**src/rtl/uncache_unit_pkg.sv**
```systemverilog
// Shared types for the uncached access unit: FSM state codes, bus size codes,
// the latched request record and the core-wen to bus-size mapping.
package uncache_unit_pkg;

    localparam int UC_AW = 32;
    localparam int UC_DW = 32;

    typedef enum logic [1:0] {
        UC_IDLE = 2'd0,
        UC_REQ  = 2'd1,
        UC_WAIT = 2'd2,
        UC_DONE = 2'd3
    } uc_state_e;

    localparam logic [1:0] UC_SIZE_B = 2'd0;
    localparam logic [1:0] UC_SIZE_H = 2'd1;
    localparam logic [1:0] UC_SIZE_W = 2'd2;

    typedef struct packed {
        logic             wr;
        logic [1:0]       size;
        logic [UC_AW-1:0] addr;
        logic [3:0]       wstrb;
        logic [UC_DW-1:0] wdata;
    } uc_req_t;

    // Loads (wen==0) fall into the word default: the core picks its lanes itself.
    function automatic logic [1:0] wen_to_size(input logic [3:0] wen);
        case (wen)
            4'b0001, 4'b0010, 4'b0100, 4'b1000: return UC_SIZE_B;
            4'b0011, 4'b1100:                   return UC_SIZE_H;
            default:                            return UC_SIZE_W;
        endcase
    endfunction

    function automatic uc_req_t make_req(input logic [3:0]       wen,
                                         input logic [UC_AW-1:0] addr,
                                         input logic [UC_DW-1:0] wdata);
        uc_req_t r;
        r.wr    = |wen;
        r.size  = wen_to_size(wen);
        r.addr  = r.wr ? addr : {addr[UC_AW-1:2], 2'b00};
        r.wstrb = wen;
        r.wdata = wdata;
        return r;
    endfunction

endpackage

```
**src/rtl/uncache_unit_if.sv**
```systemverilog
// SRAM-like uncached bus: one request per addr_ok handshake, one response per data_ok.
interface uncache_unit_if #(
    parameter int AW = 32,
    parameter int DW = 32
);
    logic          req;
    logic          wr;
    logic [1:0]    size;
    logic [AW-1:0] addr;
    logic [3:0]    wstrb;
    logic [DW-1:0] wdata;
    logic          addr_ok;
    logic          data_ok;
    logic [DW-1:0] rdata;

    modport master (
        output req, wr, size, addr, wstrb, wdata,
        input  addr_ok, data_ok, rdata
    );

    modport slave (
        input  req, wr, size, addr, wstrb, wdata,
        output addr_ok, data_ok, rdata
    );
endinterface

```
**src/rtl/uncache_unit_wbuf.sv**
```systemverilog
// One-entry posted store buffer: holds a store while it drains on the bus.
module uncache_unit_wbuf
    import uncache_unit_pkg::*;
(
    input  logic    clk,
    input  logic    rst,
    input  logic    push,
    input  logic    pop,
    input  uc_req_t din,
    output logic    valid,
    output uc_req_t dout
);

    always_ff @(posedge clk or negedge rst) begin
        if (!rst) begin
            valid <= 1'b0;
            dout  <= '0;
        end else if (push) begin
            valid <= 1'b1;
            dout  <= din;
        end else if (pop) begin
            valid <= 1'b0;
        end
    end

endmodule

```
**src/rtl/uncache_unit.sv**
```systemverilog
// Uncached load/store unit: turns one core data access into one bus transaction.
// Define UNCACHE_WBUF_EN to post stores through a one-entry write buffer.
module uncache_unit
    import uncache_unit_pkg::*;
#(
    parameter int AW = UC_AW,
    parameter int DW = UC_DW
) (
    input  logic          clk,
    input  logic          rst,
    input  logic          flush,
    input  logic          uncached,
    input  logic          data_sram_en,
    input  logic [3:0]    data_sram_wen,
    input  logic [AW-1:0] data_sram_addr,
    input  logic [DW-1:0] data_sram_wdata,
    output logic [DW-1:0] data_sram_rdata,
    output logic          stallreq_uncache,
    uncache_unit_if.master bus
);

    uc_state_e     state;
    uc_req_t       req_q;
    uc_req_t       new_req;
    uc_req_t       issue;
    logic          bus_req_q;
    logic [DW-1:0] rdata_q;
    logic          hit;
    logic          accept;
    logic          busy;
    logic          rsp;
    logic          posted_accept;
    logic          posted_busy;

    assign hit     = data_sram_en & uncached & ~flush;
    assign accept  = (state == UC_IDLE) & hit;
    assign busy    = (state == UC_REQ) | (state == UC_WAIT);
    assign new_req = make_req(data_sram_wen, data_sram_addr, data_sram_wdata);
    // A response in REQ only counts once the request itself is taken.
    assign rsp     = bus.data_ok & ((state == UC_WAIT) | ((state == UC_REQ) & bus.addr_ok));

`ifdef UNCACHE_WBUF_EN
    logic    wb_valid;
    uc_req_t wb_entry;

    assign posted_accept = accept & new_req.wr & ~wb_valid;
    assign posted_busy   = wb_valid;
    assign issue         = wb_valid ? wb_entry : req_q;

    uncache_unit_wbuf u_wbuf (
        .clk   (clk),
        .rst   (rst),
        .push  (posted_accept),
        .pop   (rsp & wb_valid),
        .din   (new_req),
        .valid (wb_valid),
        .dout  (wb_entry)
    );
`else
    assign posted_accept = 1'b0;
    assign posted_busy   = 1'b0;
    assign issue         = req_q;
`endif

    // While a posted store drains the core runs free until it presents another hit.
    assign stallreq_uncache = (accept & ~posted_accept) | (busy & (~posted_busy | hit));

    always_ff @(posedge clk or negedge rst) begin
        if (!rst) begin
            state     <= UC_IDLE;
            req_q     <= '0;
            bus_req_q <= 1'b0;
            rdata_q   <= '0;
        end else begin
            case (state)
                UC_IDLE: begin
                    if (accept) begin
                        state     <= UC_REQ;
                        bus_req_q <= 1'b1;
                        if (!posted_accept) req_q <= new_req;
                    end
                end
                UC_REQ: begin
                    if (bus.addr_ok) begin
                        bus_req_q <= 1'b0;
                        if (bus.data_ok) state <= posted_busy ? UC_IDLE : UC_DONE;
                        else             state <= UC_WAIT;
                    end
                end
                UC_WAIT: begin
                    if (bus.data_ok) state <= posted_busy ? UC_IDLE : UC_DONE;
                end
                UC_DONE: state <= UC_IDLE;
                default: state <= UC_IDLE;
            endcase
            if (rsp && !issue.wr) rdata_q <= bus.rdata;
        end
    end

    assign bus.req         = bus_req_q;
    assign bus.wr          = issue.wr;
    assign bus.size        = issue.size;
    assign bus.addr        = issue.addr;
    assign bus.wstrb       = issue.wstrb;
    assign bus.wdata       = issue.wdata;
    assign data_sram_rdata = rdata_q;

endmodule

```
**src/flat_wrapper.sv**
```systemverilog
// flat-port wrapper written by rule: the top's interface ports become plain ports
module uncache_unit_flat import uncache_unit_pkg::*;
#(
    parameter int AW = UC_AW,
    parameter int DW = UC_DW
)
  (clk, rst, flush, uncached, data_sram_en, data_sram_wen, data_sram_addr, data_sram_wdata, data_sram_rdata, stallreq_uncache, bus_req, bus_wr, bus_size, bus_addr, bus_wstrb, bus_wdata, bus_addr_ok, bus_data_ok, bus_rdata);
  uncache_unit_if #(.AW(AW), .DW(DW)) bus_i ();
  input  logic clk;
  input  logic rst;
  input  logic flush;
  input  logic uncached;
  input  logic data_sram_en;
  input  logic [3:0] data_sram_wen;
  input  logic [AW-1:0] data_sram_addr;
  input  logic [DW-1:0] data_sram_wdata;
  output logic [DW-1:0] data_sram_rdata;
  output logic stallreq_uncache;
  output wire logic [$bits(bus_i.req)-1:0] bus_req;
  output wire logic [$bits(bus_i.wr)-1:0] bus_wr;
  output wire logic [$bits(bus_i.size)-1:0] bus_size;
  output wire logic [$bits(bus_i.addr)-1:0] bus_addr;
  output wire logic [$bits(bus_i.wstrb)-1:0] bus_wstrb;
  output wire logic [$bits(bus_i.wdata)-1:0] bus_wdata;
  input wire logic [$bits(bus_i.addr_ok)-1:0] bus_addr_ok;
  input wire logic [$bits(bus_i.data_ok)-1:0] bus_data_ok;
  input wire logic [$bits(bus_i.rdata)-1:0] bus_rdata;
  assign bus_req = bus_i.req;
  assign bus_wr = bus_i.wr;
  assign bus_size = bus_i.size;
  assign bus_addr = bus_i.addr;
  assign bus_wstrb = bus_i.wstrb;
  assign bus_wdata = bus_i.wdata;
  assign bus_i.addr_ok = bus_addr_ok;
  assign bus_i.data_ok = bus_data_ok;
  assign bus_i.rdata = bus_rdata;
  uncache_unit #(.AW(AW), .DW(DW)) u_core (.clk(clk), .rst(rst), .flush(flush), .uncached(uncached), .data_sram_en(data_sram_en), .data_sram_wen(data_sram_wen), .data_sram_addr(data_sram_addr), .data_sram_wdata(data_sram_wdata), .data_sram_rdata(data_sram_rdata), .stallreq_uncache(stallreq_uncache), .bus(bus_i));
endmodule
```
**config.mk**
```make
export PLATFORM = sky130hd
export DESIGN_NAME = uncache_unit_flat
export DESIGN_NICKNAME = d
export VERILOG_FILES = /design/src/rtl/uncache_unit_pkg.sv /design/src/rtl/uncache_unit_if.sv /design/src/rtl/uncache_unit_wbuf.sv /design/src/rtl/uncache_unit.sv /design/src/flat_wrapper.sv
export SDC_FILE = /design/constraint.sdc
export NUM_CORES = 1
export LEC_CHECK = 0
export CORE_UTILIZATION = 40
export CTS_CLUSTER_DIAMETER = 100
export DETAILED_ROUTE_END_ITERATION = 12
export PLACE_DENSITY = 0.8
export SLEW_MARGIN = 15
export SYNTH_ARGS = -nofsm -noshare
export SYNTH_HDL_FRONTEND = slang
export SYNTH_SLANG_ARGS = --single-unit
```
**constraint.sdc**
```tcl
create_clock -name clk -period 1.71 [get_ports clk]
set_input_delay 0.342 -clock clk [delete_from_list [all_inputs] [get_ports clk]]
set_output_delay 0.342 -clock clk [all_outputs]
set_load 0.02 [all_outputs]
```
# == After elaboration in Yosys (flattened, before gate mapping) ==
# Index checks and enable logic that the tools add are counted.
# classes
n_eq_ne,12
mux,10
n_bitwise,9
n_reduce_logical,10
# ops
operator,count
4-bit by 2-bit equality test with 1-bit output (second input constant),2
4-bit equality test (second input constant),2
2-bit two-way mux,4
2-bit case mux with 4 select lines,1
4-bit OR reduction,2
3-bit AND reduction,2
1-bit AND,5
2-bit equality test (second input constant),2
4-bit by 1-bit equality test with 1-bit output (second input constant),1
4-bit by 3-bit equality test with 1-bit output (second input constant),1
2-bit inequality test (second input constant),2
2-bit case mux with 2 select lines,1
1-bit two-way mux,3
1-bit bitwise OR,3
2-bit by 1-bit equality test with 1-bit output (second input constant),1
2-bit zero test,1
2-bit by 1-bit inequality test with 1-bit output (second input constant),1
1-bit case mux with 2 select lines,1
2-bit AND reduction,1
2-bit nonzero test,1
2-bit OR reduction,1
1-bit logical AND,1
1-bit zero test,1
1-bit inverter,1
# word_totals
reg_bits,106
input_bits,107
out_inout_bits,105
word_cells,49

# == Depth between registers and ports, before layout ==
# Gate-level depths: netlist of run 1.
# logic_depth
depth_word,5
mapped_depth,7
ltp_nobuf,6

# == Least setup slack after synthesis of run 1 ==
# Ideal clock, no wire load.
# synth_timing
path_kind,register -> output
startpoint,register u_core.state[0]
endpoint,output port stallreq_uncache
t_arrival_ns,1.348
t_required_ns,1.368
slack_ns,0.020
stages_incl_launch_ff,7
n_path_buf,2
cell_sequence,dfrtp_1 -> inv_1 -> ha_1 -> nand4b_2 -> buf_6 -> buf_2 -> nand2b_1
# synth_between
elab_chain_cells,3
elab_cells_between_ends,6
classes_between,2 x eq/ne; 3 x bitwise; 1 x reduce/logical
# synth_lines
element,line,rtl
from (decl),uncache_unit.sv:22,uc_state_e state;
from (signal assigned),uncache_unit.sv:86,if (bus.data_ok) state <= posted_busy ? UC_IDLE : UC_DONE;
from (signal assigned),uncache_unit.sv:91,if (bus.data_ok) state <= posted_busy ? UC_IDLE : UC_DONE;
"2-bit by 1-bit equality test with 1-bit output, or another cell as far along",uncache_unit.sv:37,assign busy = (state == UC_REQ) | (state == UC_WAIT);
1-bit bitwise OR / 1-bit AND (equally long branches),"uncache_unit.sv:37, uncache_unit.sv:36",
1-bit bitwise OR (*),uncache_unit.sv:66,assign stallreq_uncache = (accept & ~posted_accept) | (busy & (~posted_busy | hit));
to (decl),flat_wrapper.sv:18,output logic stallreq_uncache;
# Mark *: on every way between the ends. The rest lies on a longest branch, timed or not.

# == Worst setup path after layout of run 1 ==
# layout_timing
startpoint,register u_core.state[0]
endpoint,"register u_core.rdata_q[18], in the netlist u_core.data_sram_rdata[18]"
# layout_between
elab_chain_cells,5
elab_cells_between_ends,6
classes_between,2 x eq/ne; 3 x bitwise; 1 x reduce/logical
# layout_lines
element,line,rtl
2-bit by 1-bit equality test with 1-bit output,uncache_unit.sv:40,assign rsp = bus.data_ok & ((state == UC_WAIT) | ((state == UC_REQ) & bus.addr_ok));
1-bit AND,uncache_unit.sv:40,
1-bit bitwise OR (*),uncache_unit.sv:40,
1-bit AND (*),uncache_unit.sv:40,
1-bit logical AND (*),uncache_unit.sv:96,if (rsp && !issue.wr) rdata_q <= bus.rdata;
to (signal assigned),uncache_unit.sv:96,
to (decl),uncache_unit.sv:27,logic [DW-1:0] rdata_q;
# Marked as above.
# A chain may end at the register's enable or synchronous reset.

==> results of run 1 <==
[worst paths after layout]
kind                               startpoint                          to  slack (ns)  cells past startpoint
max                           u_core.state[0]  u_core.data_sram_rdata[18]        0.03                      8
min                                       rst         u_core.bus.wdata[9]        0.46                      2
max reg2reg                   u_core.state[0]  u_core.data_sram_rdata[18]        0.03                      8
min reg2reg                u_core.bus.size[1]          u_core.bus.size[1]        0.49                      2
max in group asynchronous                 rst        u_core.bus.wdata[15]        0.65                      3
min in group clk           u_core.bus.size[1]          u_core.bus.size[1]        0.49                      2
[Yosys cell counts, types with 2 or more instances]
cell	n	area, sq um
a21o_1	3	22.5
a21oi_1	2	10.0
buf_2	5	25.0
buf_4	3	22.5
buf_6	3	33.8
dfrtp_1	106	2650
ha_1	3	37.5
inv_1	4	15.0
mux2_1	2	22.5
mux2_2	78	878
mux2_4	20	300
nand2_1	10	37.5
nor2_1	2	7.51
o21ai_0	5	25.0
[power groups by stage]
stage               Combinational (mW)  Clock (mW)  Sequential, mW
floorplan                         1.67           0            5.91
global placement                  6.41           0            4.36
detailed placement                6.55           0            4.43
CTS                               6.60        1.69            4.39
global route                      6.87        1.78            4.52
finish                            6.56        1.64            4.36
[worst max-delay path: cells and delay by family (launching register included)]
| family | cells | cell delay [ns] |
|---|---|---|
| multiplexers | 1 | 0.34 |
| flip-flops | 1 | 0.40 |
| adder cells (fa/ha/maj) | 1 | 0.13 |
| AND/OR/NAND/NOR | 1 | 0.17 |
| AO/OA/AOI/OAI | 1 | 0.04 |
| buffers and inverters | 4 | 0.48 |
[cell type report]
type / count / share of cell area (%)
multi-input cells: 136 / 21.1
clock inverters: 3 / 0.912
flip-flops and latches: 106 / 37.2
clock buffers: 11 / 1.98
well taps: 133 / 2.33
repair buffers: 234 / 36.3
inverters: 4 / 0.210
[per-layer routing]
metal	vias to the layer above	GRT usage (%)
met4	0	7.24
met5	-	0
li1	1362	-
met1	1446	24.1
met2	128	33.0
met3	19	5.20
[metrics by stage]
| step | TNS (ns) | hold slack [ns] | utilization [%] | std cells | power (mW) |
|---|---|---|---|---|---|
| 3_3_place_gp | -9.46 | 0.286 | 66.0 | 606 | 10.8 |
| 3_5_place_dp | -12.66 | 0.293 | 66.0 | 606 | 11.0 |
| 6_report | 0 | 0.462 | 71.7 | 627 | 12.6 |
| 2_1_floorplan | 0 | 0.0464 | - | 257 | 7.58 |
| 5_1_grt | -0.478 | 0.471 | 71.7 | 627 | 13.2 |
| 4_1_cts | -0.0693 | 0.434 | 69.1 | 625 | 12.7 |
[registers in the layout, summed over array words and instances, names as in the netlist]
signal,cells
u_core.bus.wdata,32
u_core.data_sram_rdata,32
u_core.state,2
u_core.bus.req,1
u_core.bus.wr,1
u_core.bus.addr,32
u_core.bus.size,2
u_core.bus.wstrb,4
[cell families (layout without fill, tap and decap cells)]
| group | count (synthesis) | in the layout | share of synthesized area [%] |
|---|---|---|---|
| AOI/OAI and AO/OA | 14 | 14 | 2.09 |
| xor gates and xnor gates | 1 | 1 | 0.209 |
| adders and majority gates | 3 | 3 | 0.897 |
| buffers and inverters | 15 | 252 | 2.30 |
| DFF | 106 | 106 | 63.4 |
| muxes | 100 | 100 | 28.7 |
| and+or+nand+nor | 18 | 18 | 2.45 |
[what timing repair did]
action / 4_1_cts / 5_1_grt
setup buffers: 2 / 2
hold buffers: 1 / 0
endpoints found under the hold margin: 25 / 0
setup endpoints to repair: 41 / 122
gates resized for setup: 23 / 90
pin swaps: 0 / 1
cloned: 2 / 0
==> Flow_metrics.wiki, run 1 <==
{| class="wikitable"
! Metric !! Value
|-
| Status || completed
|-
| Router iterations before antenna repair || 4
|-
| Max-Slew Margin vs Limit || between 70% and 80%
|-
| Clock network latency to the later pin of the worst-skew pair || 0.36 ns
|-
| Antenna fix cells || 0
|-
| Fraction of layout cells with a size suffix above 1 || 29.4%
|-
| Via Count || 2,955
|-
| Met3 wirelength from detailed routing || 688 um
|-
| Critical path class || flip-flop to flip-flop
|-
| Site row count || 36
|-
| Power density cells || about 1800 nW/um^2
|-
| Number of fillers in the final layout || approximately 640
|-
| Required time of the critical path || between 1.5 and 2 ns
|-
| Horizontal extent of the die || 104 um
|-
| Share of the cycle needed by the critical path after routing || between 90% and 100%
|-
| Most prevalent standard cell on the critical path || buf_6
|-
| Final setup violation count || 0
|-
| Post-Synthesis Mean Instance Area || 16.3 sq um
|-
| Critical Path Slowest Stage Cell || dfrtp_1
|-
| Most frequent standard cell in the layout excluding fill and tap cells || clkdlybuf4s50_1
|-
| Worst setup skew after layout || roughly 0.0062 ns
|-
| Crit. End Element || flip-flop
|-
| Number of buffers on the longest clock path || 2
|-
| Top flip-flop cell by instance count after synthesis || dfrtp_1
|-
| Number of DRC markers in iteration 0 || between 100 and 150
|-
| CP cell instances || inv_2 > buf_6 > ha_4 > a21oi_2 > nor3_4 > buf_6 > buf_12 > mux2_2
|-
| Maximum capacitance violations || 0
|-
| Total nets after synthesis || ~370
|-
| Number of global-route vias before repair || 3,194
|-
| TritonCTS buffer count || 9
|-
| Net count reported at finish || 601
|-
| Maximum number of pins on one net before global-route repair || between 40 and 50
|-
| Clock tree from TritonCTS || done
|-
| Die area || around 11,000 sq um
|-
| Wire per inst || 17.0 um
|-
| Number of antenna violations at the first check in global routing || 0
|-
| Vertical die dimension || ~100 um
|-
| Netlist Area Pre-Place || 4190 sq um
|-
| Effective utilization at floorplan || 42.1%
|-
| Wire length of the first global-routing pass || around 17,000 um
|-
| Max Fanout on Critical Path || 12
|-
| Highest-count cells in the layout ignoring fill and taps || 125 x clkdlybuf4s50_1, 106 x dfrtp_1, 76 x dlymetal6s2s_1, 72 x mux2_2, 27 x mux2_4
|-
| Share of power burned in the clock network || 13.1%
|-
| Final-report hold violation count || 0
|-
| Post-detailed-placement cell area || about 6600 sq um
|-
| Total DRC errors in the routed layout || 0
|-
| Clock period minus worst slack || ~1.7 ns
|-
| Syn-to-layout area delta || 70.4%
|-
| Critical path's largest stage delay || 0.40 ns
|-
| Static leakage || 3.91 nW
|-
| Met2 wire length || 5440 um
|-
| Share of power burned in combinational logic || a little over half
|-
| Clock input transition at the sequential cells of the worst setup and hold paths || roughly 0.090 ns
|-
| FF+latch area || 2650 sq um
|-
| Net Sw Power || approximately 4.4 mW
|-
| IO buf count || 211
|-
| Sequential share of the synthesized area || 63.4%
|-
| Sequential share of power || 34.7%
|-
| Maximum clock frequency || 596 MHz
|-
| HP Class || input port to asynchronous set/reset pin
|-
| Average via count per standard cell || 4.71
|-
| Total routing resource utilization after global routing || 19.6%
|-
| Number of pins with negative max-slew slack in the final report || 0
|-
| Final GP Congestion || 0.738
|-
| Area of the placeable core || 9950 sq um
|-
| Final worst setup slack || 0.0312 ns
|-
| Type of origin of the critical path || flip-flop
|-
| Number of distinct library cells after synthesis || 25
|-
| Post-synthesis async set-or-reset flop share || 100%
|-
| Detail Route Antenna Nets || 0
|-
| Post-synth EDFFs || 0
|-
| Slew at the pin with the worst max-slew slack || 0.392 ns
|-
| Length of routed wiring on met1 || 4310 um
|-
| Unrepaired setup endpoints after global routing || yes
|-
| Area of the multi-input gates || around 1500 sq um
|-
| Worst slack at placement || -0.285 ns
|-
| Top Layer Used || met4
|-
| Internal cell power || a little over 8 mW
|-
| Number of top-level pins || 212
|-
| H-Tree Depth || 3
|-
| Number of sinks driven by the clock tree || 106
|-
| Post-detailed-routing wire length || 10,700 um
|-
| Post-detailed-placement half-perimeter wirelength || 7560 um
|-
| Register bit total from synthesis || between 100 and 150
|-
| Count of yosys warnings during synthesis || 0
|-
| Overflow left after global routing || 0
|-
| Peak supply drop || 0.874 mV
|-
| Finished layout cell area || 7140 sq um
|-
| Root buffer selected by CTS || clkbuf_8
|-
| Proportion of total power due to net switching || 34.9%
|-
| Synthesized netlist cell count || 257
|-
| Critical Path AT || about 1.9 ns
|}
Power figures use the tool's default switching activity.
==> run 2: changes to the inputs <==
--- a/config.mk
+++ b/config.mk
@@ -9,6 +9,7 @@
 export CTS_CLUSTER_DIAMETER = 100
 export DETAILED_ROUTE_END_ITERATION = 12
 export PLACE_DENSITY = 0.8
+export RECOVER_POWER = 50
 export SLEW_MARGIN = 15
 export SYNTH_ARGS = -nofsm -noshare
 export SYNTH_HDL_FRONTEND = slang
==> run 2 against run 1 <==
Net effect:
- combinational power shrank 6.2%
- largest power group unchanged
- maximum frequency is essentially flat
- clock-buffer cell count did not move
- register-to-register slack barely moved
- global-route usage is the same
- clock power about the same
==> Flow_metrics.wiki, run 2 (synthesis results as in run 1) <==
{| class="wikitable"
! Metric !! Value
|-
| Slack of the worst reg-to-reg path || 0.03 ns (about the same)
|-
| Clock input transition at the sequential cells of the worst setup and hold paths || 0.09 ns (about the same)
|-
| Critical Path AT || 1.92 ns (about the same)
|-
| Final std cells w/o fill || 627 (unchanged)
|-
| CP Capture Point || u_core.data_sram_rdata[18]
|-
| Worst setup skew after layout || 0.00855 ns (+0.00231 ns)
|-
| Peak supply drop || 0.783 mV (-10%)
|-
| Number of buffers on the longest clock path || 2 (unchanged)
|-
| Max Fanout on Critical Path || 12 (unchanged)
|-
| Root buffer selected by CTS || clkbuf_8
|-
| Slew at the pin with the worst max-slew slack || 0.712 ns (+0.320 ns)
|-
| HP Class || flip-flop to flip-flop
|-
| Post-detailed-routing wire length || 10,700 um (+0.52%)
|-
| Area of the placeable core || 9950 sq um (unchanged)
|-
| Highest-count cells in the layout ignoring fill and taps || 125 x clkdlybuf4s50_1, 106 x dfrtp_1, 72 x mux2_2, 43 x dlymetal6s2s_1, 35 x clkbuf_1
|-
| Final GP Congestion || 0.738 (unchanged)
|-
| Site row count || 36 (unchanged)
|-
| Worst slack at placement || -0.285 ns (unchanged)
|-
| Detail Route Antenna Nets || 0 (unchanged)
|-
| Critical Path Slowest Stage Cell || dfrtp_1
|-
| Cell count after placement || 606 (unchanged)
|-
| Wire per inst || 17.1 um (+0.52%)
|-
| Number of sinks driven by the clock tree || 106 (unchanged)
|-
| Horizontal extent of the die || 104 um (unchanged)
|-
| Total routing resource utilization after global routing || 19.6% (unchanged)
|-
| IO buf count || 211 (unchanged)
|-
| R2R cell count || 8 (unchanged)
|-
| Finished layout cell area || 6820 sq um (-4.4%)
|-
| Clock network latency to the later pin of the worst-skew pair || 0.36 ns (about the same)
|-
| Share of the cycle needed by the critical path after routing || 98.2% (about the same)
|-
| Power density cells || 1780 nW/um^2 (+1.3%)
|-
| Final setup violation count || 0 (unchanged)
|-
| Wire length of the first global-routing pass || 16,600 um (unchanged)
|-
| Number of DRC markers in iteration 0 || 91 (-16%)
|-
| Number of top-level pins || 212 (unchanged)
|-
| Final-report hold violation count || 0 (unchanged)
|-
| Die area || 10,900 sq um (unchanged)
|-
| Post-detailed-placement half-perimeter wirelength || 7560 um (unchanged)
|-
| Status || completed
|-
| CP cell instances || inv_2 > buf_6 > ha_4 > a21oi_2 > nor3_4 > buf_6 > buf_12 > mux2_2
|-
| Post-detailed-placement cell area || 6570 sq um (unchanged)
|-
| Maximum clock frequency || 596 MHz (about the same)
|-
| Fraction of layout cells with a size suffix above 1 || 29.1% (-0.20 points)
|-
| Number of pins with negative max-slew slack in the final report || 0 (unchanged)
|-
| Overflow left after global routing || 0 (unchanged)
|-
| Critical path class || flip-flop to flip-flop
|-
| Total DRC errors in the routed layout || 0 (unchanged)
|-
| Final Hold Slack || 0.481 ns (+0.0190 ns)
|-
| H-Tree Depth || 3 (unchanged)
|-
| Static leakage || 3.45 nW (-12%)
|-
| Maximum capacitance violations || 0 (unchanged)
|-
| Required time of the critical path || 1.95 ns (about the same)
|-
| Net count reported at finish || 601 (unchanged)
|-
| Most prevalent standard cell on the critical path || buf_6
|-
| Maximum number of pins on one net before global-route repair || 47 (unchanged)
|-
| Number of global-route vias before repair || 3,194 (unchanged)
|-
| Worst reg2reg startpoint || u_core.state[0]
|-
| Clock period minus worst slack || 1.68 ns (+0.000164 ns)
|-
| Max-Slew Margin vs Limit || 52.5% (-21 points)
|-
| Final worst setup slack || 0.0310 ns (-0.000164 ns)
|-
| Via Count || 2,975 (+0.68%)
|-
| Type of origin of the critical path || flip-flop
|-
| Average via count per standard cell || 4.74 (+0.68%)
|-
| Antenna fix cells || 0 (unchanged)
|-
| Effective utilization at floorplan || 42.1% (unchanged)
|-
| Reg-to-Reg End || u_core.data_sram_rdata[18]
|-
| Critical path's largest stage delay || 0.40 ns (about the same)
|-
| Clock tree from TritonCTS || done
|-
| Most frequent standard cell in the layout excluding fill and tap cells || clkdlybuf4s50_1
|-
| Crit. End Element || flip-flop
|-
| Launch point of the critical path || u_core.state[0]
|-
| Vertical die dimension || 104 um (unchanged)
|-
| Syn-to-layout area delta || 62.9%
|-
| Unrepaired setup endpoints after global routing || yes
|-
| TritonCTS buffer count || 9 (unchanged)
|-
| Number of fillers in the final layout || 732 (+14%)
|-
| Number of antenna violations at the first check in global routing || 0 (unchanged)
|-
| Router iterations before antenna repair || 4 (unchanged)
|}
## run 2: cell count changes in the layout (fill, tap and decap cells not counted)
cell / before / now
clkbuf_1: 1 / 35
dlymetal6s2s_1: 76 / 43
clkbuf_2: 0 / 1
buf_12: 5 / 3
buf_6: 4 / 5
buf_4: 12 / 11
## run 2: power breakdown
group	switching, mW	internal, mW	leakage [nW]
Sequential	0.628	3.75	1.28
Combinational	2.99	3.16	2.06
Clock	0.785	0.848	0.105
Total	4.40	7.75	3.45
## run 2: layout make-up
cell class	count	area, sq um	share of cell area (%)
clock inverter	3	65.1	0.954
tap	133	166	2.44
sequential	106	2650	38.9
multi-input combinational	136	1510	22.1
inverter	4	15.0	0.220
timing repair buffer	234	2270	33.3
clock buffer	11	141	2.07
## run 2: timing repair
action / 4_1_cts / 5_1_grt
resized for setup: 23 / 90
hold buffers: 1 / 0
gates cloned: 2 / 0
setup endpoints to repair: 41 / 122
hold endpoints to repair: 25 / 0
buffers inserted: 2 / 2
pin swaps: 0 / 1
## run 2: through the flow
stage	power [mW]	setup TNS [ns]	utilization [%]
global placement	10.8	-9.46	66.0
floorplan	7.58	0	-
detailed placement	11.0	-12.66	66.0
global route	12.8	-0.478	68.5
CTS	12.7	-0.0693	69.1
finish	12.2	0	68.5
## run 2: how the worst min path moves through the flow
stage	startpoint	endpoint	slack [ns]	cells past startpoint
final	u_core.bus.size[1]	u_core.bus.size[1]	0.48	2
after global routing	u_core.bus.addr[0]	u_core.bus.addr[0]	0.53	2
after CTS	rst	u_core.bus.addr[24]	0.43	2
after detailed placement	rst	u_core.bus.wdata[5]	0.29	1
after global placement	rst	u_core.bus.wdata[12]	0.29	1
after floorplan	rst	u_core.bus.addr[0]	0.05	0
## run 2: per-layer routing
layer | global-route usage, % | part of all wire [%]
met1 | 24.1 | 40
met2 | 33.0 | 51
met3 | 5.20 | 6.7
met4 | 7.24 | 2.3
met5 | 0 | 0
## run 2: worst max-delay path: cells and delay by family (launching register included)
| family | cells | cell delay, ns |
|---|---|---|
| AOI/OAI and AO/OA | 1 | 0.04 |
| buffers and inverters | 4 | 0.48 |
| and+or+nand+nor | 1 | 0.17 |
| DFF | 1 | 0.40 |
| adders and majority gates | 1 | 0.13 |
| muxes | 1 | 0.34 |
